--- src/rtl/tconv_pkg.sv ---
// tconv_pkg: shared types for the transpose-conv layer scheduler.
// State encoding, default transpose opcode and status pulse bundle.
package tconv_pkg;

    typedef enum logic [2:0] {
        ST_IDLE        = 3'd0,
        ST_ISSUE       = 3'd1,
        ST_WAIT_BRAM   = 3'd2,
        ST_START_TRANS = 3'd3,
        ST_WAIT_TRANS  = 3'd4,
        ST_BATCH_END   = 3'd5,
        ST_DONE        = 3'd6
    } state_t;

    localparam logic [7:0] TRANS_OPCODE = 8'h03;

    typedef struct packed {
        logic batch_complete;
        logic done;
        logic aborted;
        logic cfg_error;
    } status_t;

endpackage

--- src/rtl/tconv_pass_counter.sv ---
// tconv_pass_counter: nested row/tile/batch pass counter.
// Row runs fastest; a full tile sweep waits for an explicit batch step.
module tconv_pass_counter #(
    parameter int ROW_W   = 8,
    parameter int TILE_W  = 2,
    parameter int BATCH_W = 3
) (
    input  logic               clk,
    input  logic               rst,
    input  logic               clr_i,
    input  logic               inc_i,
    input  logic               inc_batch_i,
    input  logic [ROW_W:0]     rows_i,
    input  logic [TILE_W:0]    tiles_i,
    input  logic [BATCH_W:0]   batches_i,
    output logic [ROW_W-1:0]   row_o,
    output logic [TILE_W-1:0]  tile_o,
    output logic [BATCH_W-1:0] batch_o,
    output logic               last_row_o,
    output logic               last_tile_o,
    output logic               last_batch_o
);

    localparam logic [ROW_W:0]     ROW_ONE    = 1;
    localparam logic [TILE_W:0]    TILE_ONE   = 1;
    localparam logic [BATCH_W:0]   BATCH_ONE  = 1;
    localparam logic [ROW_W-1:0]   ROW_STEP   = 1;
    localparam logic [TILE_W-1:0]  TILE_STEP  = 1;
    localparam logic [BATCH_W-1:0] BATCH_STEP = 1;

    logic [ROW_W-1:0]   row_q,   row_d;
    logic [TILE_W-1:0]  tile_q,  tile_d;
    logic [BATCH_W-1:0] batch_q, batch_d;

    assign last_row_o   = ({1'b0, row_q} + ROW_ONE) == rows_i;
    assign last_tile_o  = ({1'b0, tile_q} + TILE_ONE) == tiles_i;
    assign last_batch_o = ({1'b0, batch_q} + BATCH_ONE) == batches_i;

    assign row_o   = row_q;
    assign tile_o  = tile_q;
    assign batch_o = batch_q;

    // Next pass position: row wraps into tile; batch step resets tile.
    always_comb begin
        row_d   = row_q;
        tile_d  = tile_q;
        batch_d = batch_q;
        if (clr_i) begin
            row_d   = '0;
            tile_d  = '0;
            batch_d = '0;
        end else if (inc_i) begin
            if (!last_row_o) begin
                row_d = row_q + ROW_STEP;
            end else begin
                row_d = '0;
                if (!last_tile_o) begin
                    tile_d = tile_q + TILE_STEP;
                end
            end
        end else if (inc_batch_i && !last_batch_o) begin
            tile_d  = '0;
            batch_d = batch_q + BATCH_STEP;
        end
    end

    // Counter registers.
    always_ff @(posedge clk) begin
        if (rst) begin
            row_q   <= '0;
            tile_q  <= '0;
            batch_q <= '0;
        end else begin
            row_q   <= row_d;
            tile_q  <= tile_d;
            batch_q <= batch_d;
        end
    end

endmodule

--- src/rtl/tconv_layer_scheduler.sv ---
// tconv_layer_scheduler: run-time configurable transpose-conv layer sequencer.
// Walks row x tile x batch, issuing load pulses and transpose passes.
module tconv_layer_scheduler #(
    parameter int         ADDR_WIDTH   = 10,
    parameter int         ROW_W        = 8,
    parameter int         TILE_W       = 2,
    parameter int         BATCH_W      = 3,
    parameter int         IFMAP_SEL_W  = 4,
    parameter int         BRAM_WAIT    = 2,
    parameter logic [7:0] TRANS_OPCODE = tconv_pkg::TRANS_OPCODE
) (
    input  logic                      clk,
    input  logic                      rst,
    input  logic                      start,
    input  logic                      abort,
    input  logic [1:0]                cfg_layer_id,
    input  logic [ROW_W:0]            cfg_rows,
    input  logic [TILE_W:0]           cfg_tiles,
    input  logic [BATCH_W:0]          cfg_batches,
    input  logic [ADDR_WIDTH:0]       cfg_if_seg_len,
    input  logic [ADDR_WIDTH:0]       cfg_w_seg_len,
    input  logic [8:0]                cfg_num_iter,
    input  logic                      trans_done,
    output logic                      start_mapper,
    output logic                      start_weight,
    output logic                      start_ifmap,
    output logic                      start_transpose,
    output logic [ADDR_WIDTH-1:0]     if_addr_start,
    output logic [ADDR_WIDTH-1:0]     if_addr_end,
    output logic [ADDR_WIDTH-1:0]     addr_start,
    output logic [ADDR_WIDTH-1:0]     addr_end,
    output logic [IFMAP_SEL_W-1:0]    ifmap_sel_in,
    output logic [7:0]                instruction_code,
    output logic [8:0]                num_iterations,
    output logic [ROW_W-1:0]          row_id,
    output logic [TILE_W+BATCH_W-1:0] tile_id,
    output logic [1:0]                layer_id,
    output logic                      busy,
    output logic                      batch_complete,
    output logic                      done,
    output logic                      aborted,
    output logic                      cfg_error
);

    import tconv_pkg::*;

    localparam int SEG_W  = ROW_W - IFMAP_SEL_W;
    localparam int TID_W  = TILE_W + BATCH_W;
    localparam int WAIT_W = (BRAM_WAIT > 1) ? $clog2(BRAM_WAIT) : 1;
    localparam logic [WAIT_W-1:0]     WAIT_LAST = WAIT_W'(BRAM_WAIT - 1);
    localparam logic [WAIT_W-1:0]     WAIT_STEP = 1;
    localparam logic [ADDR_WIDTH-1:0] ADDR_ONE  = 1;

    state_t state_q, state_d;
    status_t sts;

    logic [WAIT_W-1:0]     wait_q;
    logic [ROW_W:0]        rows_q;
    logic [TILE_W:0]       tiles_q;
    logic [BATCH_W:0]      batches_q;
    logic [ADDR_WIDTH:0]   if_len_q;
    logic [ADDR_WIDTH:0]   w_len_q;
    logic [8:0]            iter_q;
    logic [1:0]            lid_q;
    logic                  cfg_err_q;
    logic                  abort_q;

    logic [ROW_W-1:0]       row_h_q;
    logic [TID_W-1:0]       tid_h_q;
    logic [IFMAP_SEL_W-1:0] sel_h_q;
    logic [ADDR_WIDTH-1:0]  ifs_h_q, ife_h_q, ws_h_q, we_h_q;

    logic [ROW_W-1:0]   row_c;
    logic [TILE_W-1:0]  tile_c;
    logic [BATCH_W-1:0] batch_c;
    logic last_row, last_tile, last_batch;

    logic cfg_ok, accept, kill, wait_done;
    logic cnt_clr, cnt_inc, cnt_inc_batch, issuing;

    logic [SEG_W-1:0]      seg_c;
    logic [ADDR_WIDTH-1:0] if_len, w_len;
    logic [ADDR_WIDTH-1:0] ifs_c, ife_c, ws_c, we_c;

    assign cfg_ok = (cfg_rows != '0) && (cfg_tiles != '0)
                 && (cfg_batches != '0) && (cfg_if_seg_len != '0)
                 && (cfg_w_seg_len != '0);

    assign accept    = (state_q == ST_IDLE) && start && cfg_ok;
    assign kill      = (state_q != ST_IDLE) && abort;
    assign wait_done = (wait_q == WAIT_LAST);
    assign issuing   = (state_q == ST_ISSUE);

    assign cnt_clr       = accept || kill;
    assign cnt_inc       = (state_q == ST_WAIT_TRANS) && trans_done && !abort;
    assign cnt_inc_batch = (state_q == ST_BATCH_END) && !abort;

    tconv_pass_counter #(
        .ROW_W   (ROW_W),
        .TILE_W  (TILE_W),
        .BATCH_W (BATCH_W)
    ) u_cnt (
        .clk          (clk),
        .rst          (rst),
        .clr_i        (cnt_clr),
        .inc_i        (cnt_inc),
        .inc_batch_i  (cnt_inc_batch),
        .rows_i       (rows_q),
        .tiles_i      (tiles_q),
        .batches_i    (batches_q),
        .row_o        (row_c),
        .tile_o       (tile_c),
        .batch_o      (batch_c),
        .last_row_o   (last_row),
        .last_tile_o  (last_tile),
        .last_batch_o (last_batch)
    );

    // Live BRAM ranges for the current pass; wraps modulo address space.
    assign seg_c  = row_c[ROW_W-1:IFMAP_SEL_W];
    assign if_len = if_len_q[ADDR_WIDTH-1:0];
    assign w_len  = w_len_q[ADDR_WIDTH-1:0];
    assign ifs_c  = ADDR_WIDTH'(seg_c) * if_len;
    assign ife_c  = ifs_c + if_len - ADDR_ONE;
    assign ws_c   = ADDR_WIDTH'(tile_c) * w_len;
    assign we_c   = ws_c + w_len - ADDR_ONE;

    // State register.
    always_ff @(posedge clk) begin
        if (rst) begin
            state_q <= ST_IDLE;
        end else begin
            state_q <= state_d;
        end
    end

    // Next-state: pass walk, with abort overriding everything.
    always_comb begin
        state_d = state_q;
        unique case (state_q)
            ST_IDLE:        if (accept) state_d = ST_ISSUE;
            ST_ISSUE:       state_d = ST_WAIT_BRAM;
            ST_WAIT_BRAM:   if (wait_done) state_d = ST_START_TRANS;
            ST_START_TRANS: state_d = ST_WAIT_TRANS;
            ST_WAIT_TRANS: begin
                if (trans_done) begin
                    state_d = (last_row && last_tile) ? ST_BATCH_END : ST_ISSUE;
                end
            end
            ST_BATCH_END:   state_d = last_batch ? ST_DONE : ST_ISSUE;
            ST_DONE:        state_d = ST_IDLE;
            default:        state_d = ST_IDLE;
        endcase
        if (kill) begin
            state_d = ST_IDLE;
        end
    end

    // Outputs decoded from the registered state.
    always_comb begin
        start_mapper     = 1'b0;
        start_weight     = 1'b0;
        start_ifmap      = 1'b0;
        start_transpose  = 1'b0;
        instruction_code = '0;
        busy             = 1'b1;
        sts              = '0;
        unique case (state_q)
            ST_IDLE: busy = 1'b0;
            ST_ISSUE: begin
                start_mapper = 1'b1;
                start_weight = 1'b1;
                start_ifmap  = 1'b1;
            end
            ST_START_TRANS: begin
                start_transpose  = 1'b1;
                instruction_code = TRANS_OPCODE;
            end
            ST_BATCH_END: sts.batch_complete = 1'b1;
            ST_DONE:      sts.done = 1'b1;
            default: ;
        endcase
        sts.cfg_error = cfg_err_q;
        sts.aborted   = abort_q;
    end

    assign batch_complete = sts.batch_complete;
    assign done           = sts.done;
    assign aborted        = sts.aborted;
    assign cfg_error      = sts.cfg_error;

    // Live values during ISSUE, then held until the next ISSUE.
    assign row_id        = issuing ? row_c : row_h_q;
    assign tile_id       = issuing ? {batch_c, tile_c} : tid_h_q;
    assign ifmap_sel_in  = issuing ? row_c[IFMAP_SEL_W-1:0] : sel_h_q;
    assign if_addr_start = issuing ? ifs_c : ifs_h_q;
    assign if_addr_end   = issuing ? ife_c : ife_h_q;
    assign addr_start    = issuing ? ws_c : ws_h_q;
    assign addr_end      = issuing ? we_c : we_h_q;
    assign num_iterations = iter_q;
    assign layer_id       = lid_q;

    // BRAM settle timer, only runs inside WAIT_BRAM.
    always_ff @(posedge clk) begin
        if (rst || (state_q != ST_WAIT_BRAM)) begin
            wait_q <= '0;
        end else begin
            wait_q <= wait_q + WAIT_STEP;
        end
    end

    // Config latch on any start seen in IDLE; status pulse flops.
    always_ff @(posedge clk) begin
        if (rst) begin
            rows_q    <= '0;
            tiles_q   <= '0;
            batches_q <= '0;
            if_len_q  <= '0;
            w_len_q   <= '0;
            iter_q    <= '0;
            lid_q     <= '0;
            cfg_err_q <= 1'b0;
            abort_q   <= 1'b0;
        end else begin
            if ((state_q == ST_IDLE) && start) begin
                rows_q    <= cfg_rows;
                tiles_q   <= cfg_tiles;
                batches_q <= cfg_batches;
                if_len_q  <= cfg_if_seg_len;
                w_len_q   <= cfg_w_seg_len;
                iter_q    <= cfg_num_iter;
                lid_q     <= cfg_layer_id;
            end
            cfg_err_q <= (state_q == ST_IDLE) && start && !cfg_ok;
            abort_q   <= kill;
        end
    end

    // Capture the issued pass descriptor.
    always_ff @(posedge clk) begin
        if (rst) begin
            row_h_q <= '0;
            tid_h_q <= '0;
            sel_h_q <= '0;
            ifs_h_q <= '0;
            ife_h_q <= '0;
            ws_h_q  <= '0;
            we_h_q  <= '0;
        end else if (issuing) begin
            row_h_q <= row_c;
            tid_h_q <= {batch_c, tile_c};
            sel_h_q <= row_c[IFMAP_SEL_W-1:0];
            ifs_h_q <= ifs_c;
            ife_h_q <= ife_c;
            ws_h_q  <= ws_c;
            we_h_q  <= we_c;
        end
    end

endmodule

--- config.mk ---
export PLATFORM = sky130hd
export DESIGN_NAME = tconv_layer_scheduler
export DESIGN_NICKNAME = d
export VERILOG_FILES = /design/src/rtl/tconv_pkg.sv /design/src/rtl/tconv_pass_counter.sv /design/src/rtl/tconv_layer_scheduler.sv
export SDC_FILE = /design/constraint.sdc
export NUM_CORES = 1
export LEC_CHECK = 0
export BUFFER_PORTS_ARGS = -buffer_cell sky130_fd_sc_hd__buf_2
export CAP_MARGIN = 5
export CORE_MARGIN = 2
export CORE_UTILIZATION = 30
export DETAILED_ROUTE_END_ITERATION = 12
export PLACE_DENSITY = 0.5
export SYNTH_ARGS = -nofsm -noshare
export SYNTH_HDL_FRONTEND = slang
export SYNTH_HIERARCHICAL = 1
export SYNTH_SLANG_ARGS = --single-unit
--- constraint.sdc ---
create_clock -name clk -period 5.79 [get_ports clk]
set_input_delay 0.579 -clock clk [delete_from_list [all_inputs] [get_ports clk]]
set_output_delay 0.579 -clock clk [all_outputs]
set_load 0.01 [all_outputs]
==> results of run 1 <==
==> power groups by stage <==
stage / logic (W) / clock network, W / registers (W)
floorplan: 0.000278 / 0 / 0.000929
global placement: 0.000407 / 0 / 0.000936
detailed placement: 0.000407 / 0 / 0.000937
CTS: 0.000409 / 0.00110 / 0.000919
global route: 0.000467 / 0.00114 / 0.000923
finish: 0.000412 / 0.00107 / 0.000917
==> flip-flops by register name, indices dropped and copies added, names as in the netlist, 9 cells and up <==
name / flops
ws_h_q: 10
we_h_q: 10
num_iterations: 9
w_len_q: 10
ife_h_q: 10
rows_q: 9
if_len_q: 10
ifs_h_q: 10
==> critical path: cells and delay by family (launching register included) <==
kind | cells | cell delay [ns]
fa+ha+maj | 5 | 1.74
simple gates | 6 | 1.14
compound gates | 4 | 0.76
flops | 1 | 0.36
buf+inv | 4 | 0.31
xor+xnor | 2 | 0.26
==> through the flow <==
step,instances,setup TNS (ns)
detailed placement,1421,0
global route,1455,-0.0655
global placement,1421,0
CTS,1453,0
finish,1455,0
floorplan,1003,0
==> per-layer routing <==
metal | track usage | up-vias
met5 | 0 | -
met4 | 0.0379 | 0
met3 | 0.0414 | 18
met2 | 0.252 | 129
met1 | 0.218 | 3147
li1 | - | 3531
==> cells in the final DEF, fill, tap and decap left out, drive strengths merged, types with 3 or more instances in the layout <==
master,instances
buf,146
o211ai,6
nor2b,35
nand2,211
nor4,10
mux2i,6
a21oi,98
nor3,17
nor3b,3
dfxtp,123
o21a,5
o21ai,41
a31oi,9
and3,7
clkinv,7
and2,25
or3,8
nor2,51
nand3,23
a211oi,6
nand4,4
a21o,7
conb,6
inv,91
nand2b,11
clkbuf,21
o21bai,5
nand3b,3
o311ai,3
xor2,17
clkinvlp,3
xnor2,22
ha,53
fa,16
==> cell families (layout without fill, tap and decap cells) <==
kind of cell | after synthesis | after routing | synth area share
compound gates | 195 | 195 | 0.152
xor+xnor | 40 | 40 | 0.0487
fa+ha+maj | 69 | 69 | 0.129
buf+inv | 148 | 270 | 0.0800
flops | 123 | 123 | 0.323
mux | 6 | 6 | 0.00787
other cells | 1 | 6 | 0.000491
simple gates | 416 | 416 | 0.259
==> path summary, 6_finish.rpt <==
path / start / endpoint / slack (ns) / depth (start not counted)
worst max-delay path: u_cnt/row_o[6] / if_addr_end[9] / 0.22 / 21
worst min-delay path: cfg_num_iter[4] / num_iterations[4] / 0.39 / 3
worst max register to register: u_cnt/row_o[6] / ife_h_q[9] / 1.24 / 20
worst min register to register: wait_done / wait_done / 0.42 / 1
==> final cells by class <==
cell class / instances / area, um2 / area share
Clock buffer: 21 / 460 / 0.0497
Clock inverter: 11 / 120 / 0.0130
Inverter: 92 / 345 / 0.0373
Multi-Input combinational cell: 732 / 4680 / 0.505
Sequential cell: 123 / 2480 / 0.267
Tap cell: 330 / 413 / 0.0446
Timing Repair Buffer: 146 / 776 / 0.0837
==> repair_timing <==
item	in CTS	in global routing
setup buffers	0	2
gates resized for setup	5	23
pin swaps	0	17
endpoints found under the setup margin	1	1
==> out/qor.yml, run 1 <==
outcome:
  status: "complete, no violations"
timing:
  slew_headroom: 0.374
  max_freq_mhz: 179
  finalHoldViolations: 0
  finalSetupViolCount: 0
  fin_crit_sh: 0.963
  finalWorstSetupSlack_ns: 0.215
  tightestPinTransition_ns: 0.938
  skew_ns: 0.0134
  hold_ws_ns: 0.391
  finalCriticalPeriod_ns: 5.57
  timing.final.max_slew_violations: 0
logic_synthesis:
  syn_area_per_cell_um2: 7.65
  yosys_warnings: 6
  ys_ff_latch: 123
  yosys.area.top_type_share: 0.323
  synth_area_leader_cell: "dfxtp_1"
  yosysMostFrequentCell: "nand2_1"
  synth_edf_count: 0
  ys.flop_type: "dfxtp_1"
  async_flop_share: 0
  synth_area_leaders: "dfxtp_1 (32%), nand2_1 (10%), ha_1 (8.7%), a21oi_1 (6.4%), inv_1 (4.5%)"
  syn_area_um2: 7630
  ys_seq_area_frac: 0.323
  synth_commonest_cells: "nand2_1 (210), dfxtp_1 (123), a21oi_1 (98)"
  synth.distinct_cells: 65
  syn_inst: 998
detailed_routing:
  m1WireLength_um: 10600
  drtAntennaViolNets: 0
  drtPass1Iterations: 5
  vias: 6825
  drt_first_iter_violations: 308
  drcViolationCount: 0
  viasPerCell: 4.69
  routed-wl-met3_um: 943
  met2_length_um: 9450
  avgRoutedWirePerCell_um: 14.6
  highest_layer: "met4"
  wl_um: 21200
clocking:
  cts_sinks: 123
  clk_pin_slew_ns: 0.06
  cts_hold_buf: 0
  cts_tree: "yes"
  cts_inserted_buffers: 17
  h-tree-depth: 4
  clk_latency_ns: 0.43
  clk_path_buf_depth: 2
  cts-root-buf: "clkbuf_16"
placement:
  dpl_cell_area_um2: 8560
  io_buffer_count: 132
  dp_hpwl_um: 15400
  dp_slack_ns: 0.250
  place.gp.congestion: 0.801
power:
  power_w: 0.00240
  p_seq_frac: 0.382
  p_per_area_nw_per_um2: 259
  p_sw_w: 0.000699
  leakagePower_nw: 4.20
  p_int_w: 0.00170
  switching_share: 0.291
  clockPowerShare: 0.446
  irDropWorstVdd_mv: 0.135
  pwr-share-comb: 0.172
grt:
  antenna_found_initial: 0
  track_usage: 0.160
  grt_pass1_vias: 6289
  grt_pass1_wl_um: 33500
  grt_max_degree: 79
  overflow: 0
run:
  max-cap-violations: 0
cells_and_area:
  nNetsFinal: 1235
  post-route-util: 0.369
  drive_gt1_frac: 0.196
  finalInstanceArea_um2: 9270
  syn_to_final_growth_pct: 21.4
  fillers: 2746
  n_antenna_cell: 0
setup_path:
  startpoint_type: "register"
  path_class: "register to output port"
  crit_path_end_kind: "output port"
  cp_slowest_cell: "fa_1"
  crit_path_max_incr_delay_ns: 0.54
  cp_max_fo: 4
  crit_top_cell: "inv_1"
  cp_data_arrival_time_ns: 5.00
  cp_data_required_time_ns: 5.21
  crit_chain: "and2_2 > fa_1 > inv_1 > fa_1 > inv_1 > ha_4 > nor2b_2 > o21ai_2 > a21oi_2 > o21ai_2 > nand2_1 > xnor2_1 > ha_1 > inv_1 > ha_2 > or3_1 > o32ai_2 > xnor2_2 > and4_4 > nor3_4 > buf_2"
die:
  start_util: 0.304
  ios: 139
  fp.dieH_um: 163
  die_area_um2: 26700
  coreArea_um2: 25100
  row_count: 58
  die_w_um: 163
min_path:
  hold_path_class: "input pin to register"
(Power assumes the default switching activity.)
==> run 2: changes to the inputs <==
--- a/config.mk
+++ b/config.mk
@@ -7,6 +7,7 @@
 export LEC_CHECK = 0
 export BUFFER_PORTS_ARGS = -buffer_cell sky130_fd_sc_hd__buf_2
 export CAP_MARGIN = 5
+export CORE_ASPECT_RATIO = 1.4
 export CORE_MARGIN = 2
 export CORE_UTILIZATION = 30
 export DETAILED_ROUTE_END_ITERATION = 12
==> run 2 against run 1 <==
Hold slack gained 0.0070 ns. Total power increased by 1.7%. Clock power rose by 5%. Worst setup slack lost 0.0012 ns. Sequential power is essentially flat. Maximum frequency about the same. Cell count down 0.82%. Routed wire length decreased by 3.3%. First-iteration DRC count is 7.8% higher. Register-to-register slack lost 0.02 ns. Via count is 0.29% lower. Critical path type unchanged. Critical endpoint unchanged. Highest routed layer unchanged.
==> out/qor.yml, run 2 (synthesis results as in run 1) <==
die:
  row_count: 69  # +19%
  die_w_um: 139  # -15%
  ios: 139  # unchanged
  die_area_um2: 26700  # about the same
  fp.dieH_um: 193  # +18%
  coreArea_um2: 25200  # +0.40%
  start_util: 0.303  # -0.00121
setup_path:
  crit_chain: "buf_6 > nand2_1 > fa_1 > inv_1 > fa_1 > inv_1 > fa_2 > nor2b_2 > o21ai_2 > a21oi_2 > o21ai_2 > nand2_1 > xnor2_1 > ha_1 > inv_1 > ha_1 > or3_1 > o32ai_2 > xnor2_2 > and4_4 > nor3_2 > buf_2"
  path_class: "register to output port"
  crit_family: "adder cells"
  worst-path-stages: 22  # +4.8%
  crit_top_cell: "inv_1"
  path_buf_inv: 5  # +1
  crit-reg2reg-launch: "u_cnt/row_o[6]"
  cp_max_fo: 5  # +1
  worstRegToRegCells: 21  # +5.0%
  crit_path_max_incr_delay_ns: 0.56  # +0.02 ns
  crit_path_end_kind: "output port"
  cp_data_required_time_ns: 5.21  # about the same
  cp_data_arrival_time_ns: 5.00  # about the same
  reg2reg_to: "ife_h_q[9]"
  cp_slowest_cell: "fa_1"
  rrSetupSlack_ns: 1.22  # -0.02 ns
  startpoint_type: "register"
grt:
  grt_pass1_wl_um: 32900  # -1.8%
  top_usage_layer: "met2"
  met1_usage: 0.192  # -0.0262
  track_usage: 0.154  # -0.00554
  grt_max_degree: 80  # +1.3%
  use_met3: 0.0330  # -0.00839
  overflow: 0  # unchanged
  grt_pass1_vias: 6410  # +1.9%
  antenna_found_initial: 0  # unchanged
  use_met2: 0.268  # +0.0161
placement:
  place.gp.congestion: 0.816  # +1.9%
  dp_hpwl_um: 15300  # -1.0%
  dp.cells: 1409  # -0.84%
  dpl_cell_area_um2: 8540  # -0.28%
  io_buffer_count: 132  # unchanged
detailed_routing:
  drt_first_iter_violations: 332  # +7.8%
  avgRoutedWirePerCell_um: 14.2  # -2.5%
  wl_um: 20500  # -3.3%
  vias: 6805  # -0.29%
  drtAntennaViolNets: 0  # unchanged
  viasPerCell: 4.72  # +0.54%
  drcViolationCount: 0  # unchanged
  drtPass1Iterations: 6  # +1
cells_and_area:
  final_cell_mix: "nand2_1 (210), buf_2 (131), dfxtp_1 (122)"
  ff_latch_area_um2: 2460  # -0.51%
  multi_input_area_um2: 4660  # -0.27%
  layout_commonest_cell: "nand2_1"
  instances_no_fill: 1443  # -0.82%
  syn_to_final_growth_pct: 21.3  # about the same
  drive_gt1_frac: 0.189  # -0.00694
  n_antenna_cell: 0  # unchanged
  nNetsFinal: 1236  # +0.081%
  fillers: 2707  # -1.4%
  finalInstanceArea_um2: 9260  # about the same
power:
  p_seq_frac: 0.376  # -0.006
  p_per_area_nw_per_um2: 264  # +1.8%
  p_sw_w: 0.000659  # -5.8%
  power_w: 0.00244  # +1.7%
  pwr-share-comb: 0.165  # -0.007
  clockPowerShare: 0.459  # +0.013
  leakagePower_nw: 4.21  # +0.31%
  switching_share: 0.270  # -0.0215
  p_int_w: 0.00178  # +4.8%
  irDropWorstVdd_mv: 0.202  # +50%
outcome:
  status: "complete, no violations"
run:
  max-cap-violations: 0  # unchanged
timing:
  hold_ws_ns: 0.398  # +0.00703 ns
  max_freq_mhz: 179  # about the same
  finalSetupViolCount: 0  # unchanged
  timing.final.max_slew_violations: 0  # unchanged
  slew_headroom: 0.399  # +0.0246
  skew_ns: 0.00776  # -0.00564 ns
  fin_crit_sh: 0.963  # about the same
  tightestPinTransition_ns: 0.902  # -0.0369 ns
  finalHoldViolations: 0  # unchanged
  finalCriticalPeriod_ns: 5.58  # +0.00117 ns
min_path:
  whs_path_depth: 3  # unchanged
  holdPathEnd: "num_iterations[3]"
  hold_path_class: "input pin to register"
  worstHoldStart: "cfg_num_iter[3]"
clocking:
  clk_path_buf_depth: 2  # unchanged
  clk_pin_slew_ns: 0.06  # about the same
  cts_tree: "yes"
  cts_hold_buf: 0  # unchanged
  cts_inserted_buffers: 17  # unchanged
  cts-root-buf: "clkbuf_16"
  h-tree-depth: 4  # unchanged
  clk_latency_ns: 0.42  # about the same
  cts_sinks: 123  # unchanged
## run 2: cell count changes in the layout (fill, tap and decap cells not counted), moves of 2 or more
cell        before  now
clkinv_4         2    0
bufinv_16        2    4
dfxtp_4          3    0
clkinvlp_4       3    1
dfxtp_1        118  122
## run 2: worst register-to-register path: stages, from the launching register on
cell and delay, ns:
dfxtp_1 0.33, buf_6 0.11, nand2_1 0.07, fa_1 0.51, inv_1 0.05, fa_1 0.56
inv_1 0.07, fa_2 0.40, nor2b_2 0.13, o21ai_2 0.07, a21oi_2 0.15, o21ai_2 0.08
nand2_1 0.08, xnor2_1 0.07, ha_1 0.28, inv_1 0.04, ha_1 0.21, or3_1 0.39
o32ai_2 0.36, xnor2_2 0.18, and4_4 0.26, nor4_2 0.04
## run 2: routing by layer
metal | wire length (um) | share of wire
met5 | 0 | 0
met4 | 259 | 0.013
met3 | 877 | 0.043
met2 | 10000 | 0.49
met1 | 9310 | 0.45
## run 2: power groups by stage
| stage | registers, W | clock network, W | logic, W |
|---|---|---|---|
| 5_1_grt | 0.000924 | 0.00119 | 0.000459 |
| 3_3_place_gp | 0.000935 | 0 | 0.000401 |
| 3_5_place_dp | 0.000937 | 0 | 0.000402 |
| 4_1_cts | 0.000918 | 0.00115 | 0.000404 |
| 6_report | 0.000918 | 0.00112 | 0.000404 |
| 2_1_floorplan | 0.000929 | 0 | 0.000278 |
## run 2: how the worst max path moves through the flow
| stage | start | end | slack (ns) |
|---|---|---|---|
| global placement | u_cnt/row_o[7] | if_addr_end[9] | 0.39 |
| finish | u_cnt/row_o[6] | if_addr_end[9] | 0.21 |
| global route | if_len_q[1] | if_addr_end[9] | -0.06 |
| detailed placement | if_len_q[1] | if_addr_end[9] | 0.38 |
| CTS | u_cnt/row_o[6] | if_addr_end[9] | 0.003 |
| floorplan | u_cnt/row_o[5] | if_addr_end[9] | 0.57 |
## run 2: final cells by class
cell class | count | area share
clock buffer | 22 | 0.0501
clock inverter | 8 | 0.0154
inverter | 92 | 0.0373
multi-input combinational | 732 | 0.504
sequential | 123 | 0.266
tap | 319 | 0.0431
timing repair buffer | 147 | 0.0842
## run 2: stage by stage
| stage | worst slack, ns | utilization | setup TNS, ns |
|---|---|---|---|
| 2_1_floorplan | 0.573 | - | 0 |
| 3_3_place_gp | 0.386 | 0.339 | 0 |
| 3_5_place_dp | 0.377 | 0.339 | 0 |
| 4_1_cts | 0.00297 | 0.363 | 0 |
| 5_1_grt | -0.0587 | 0.367 | -0.0587 |
| 6_report | 0.214 | 0.367 | 0 |
## run 2: repair_timing
item                                    in CTS  in global routing
setup buffers                                0                  4
endpoints found under the setup margin       1                  1
resized for setup                            1                 16
pin swaps                                    1                  7
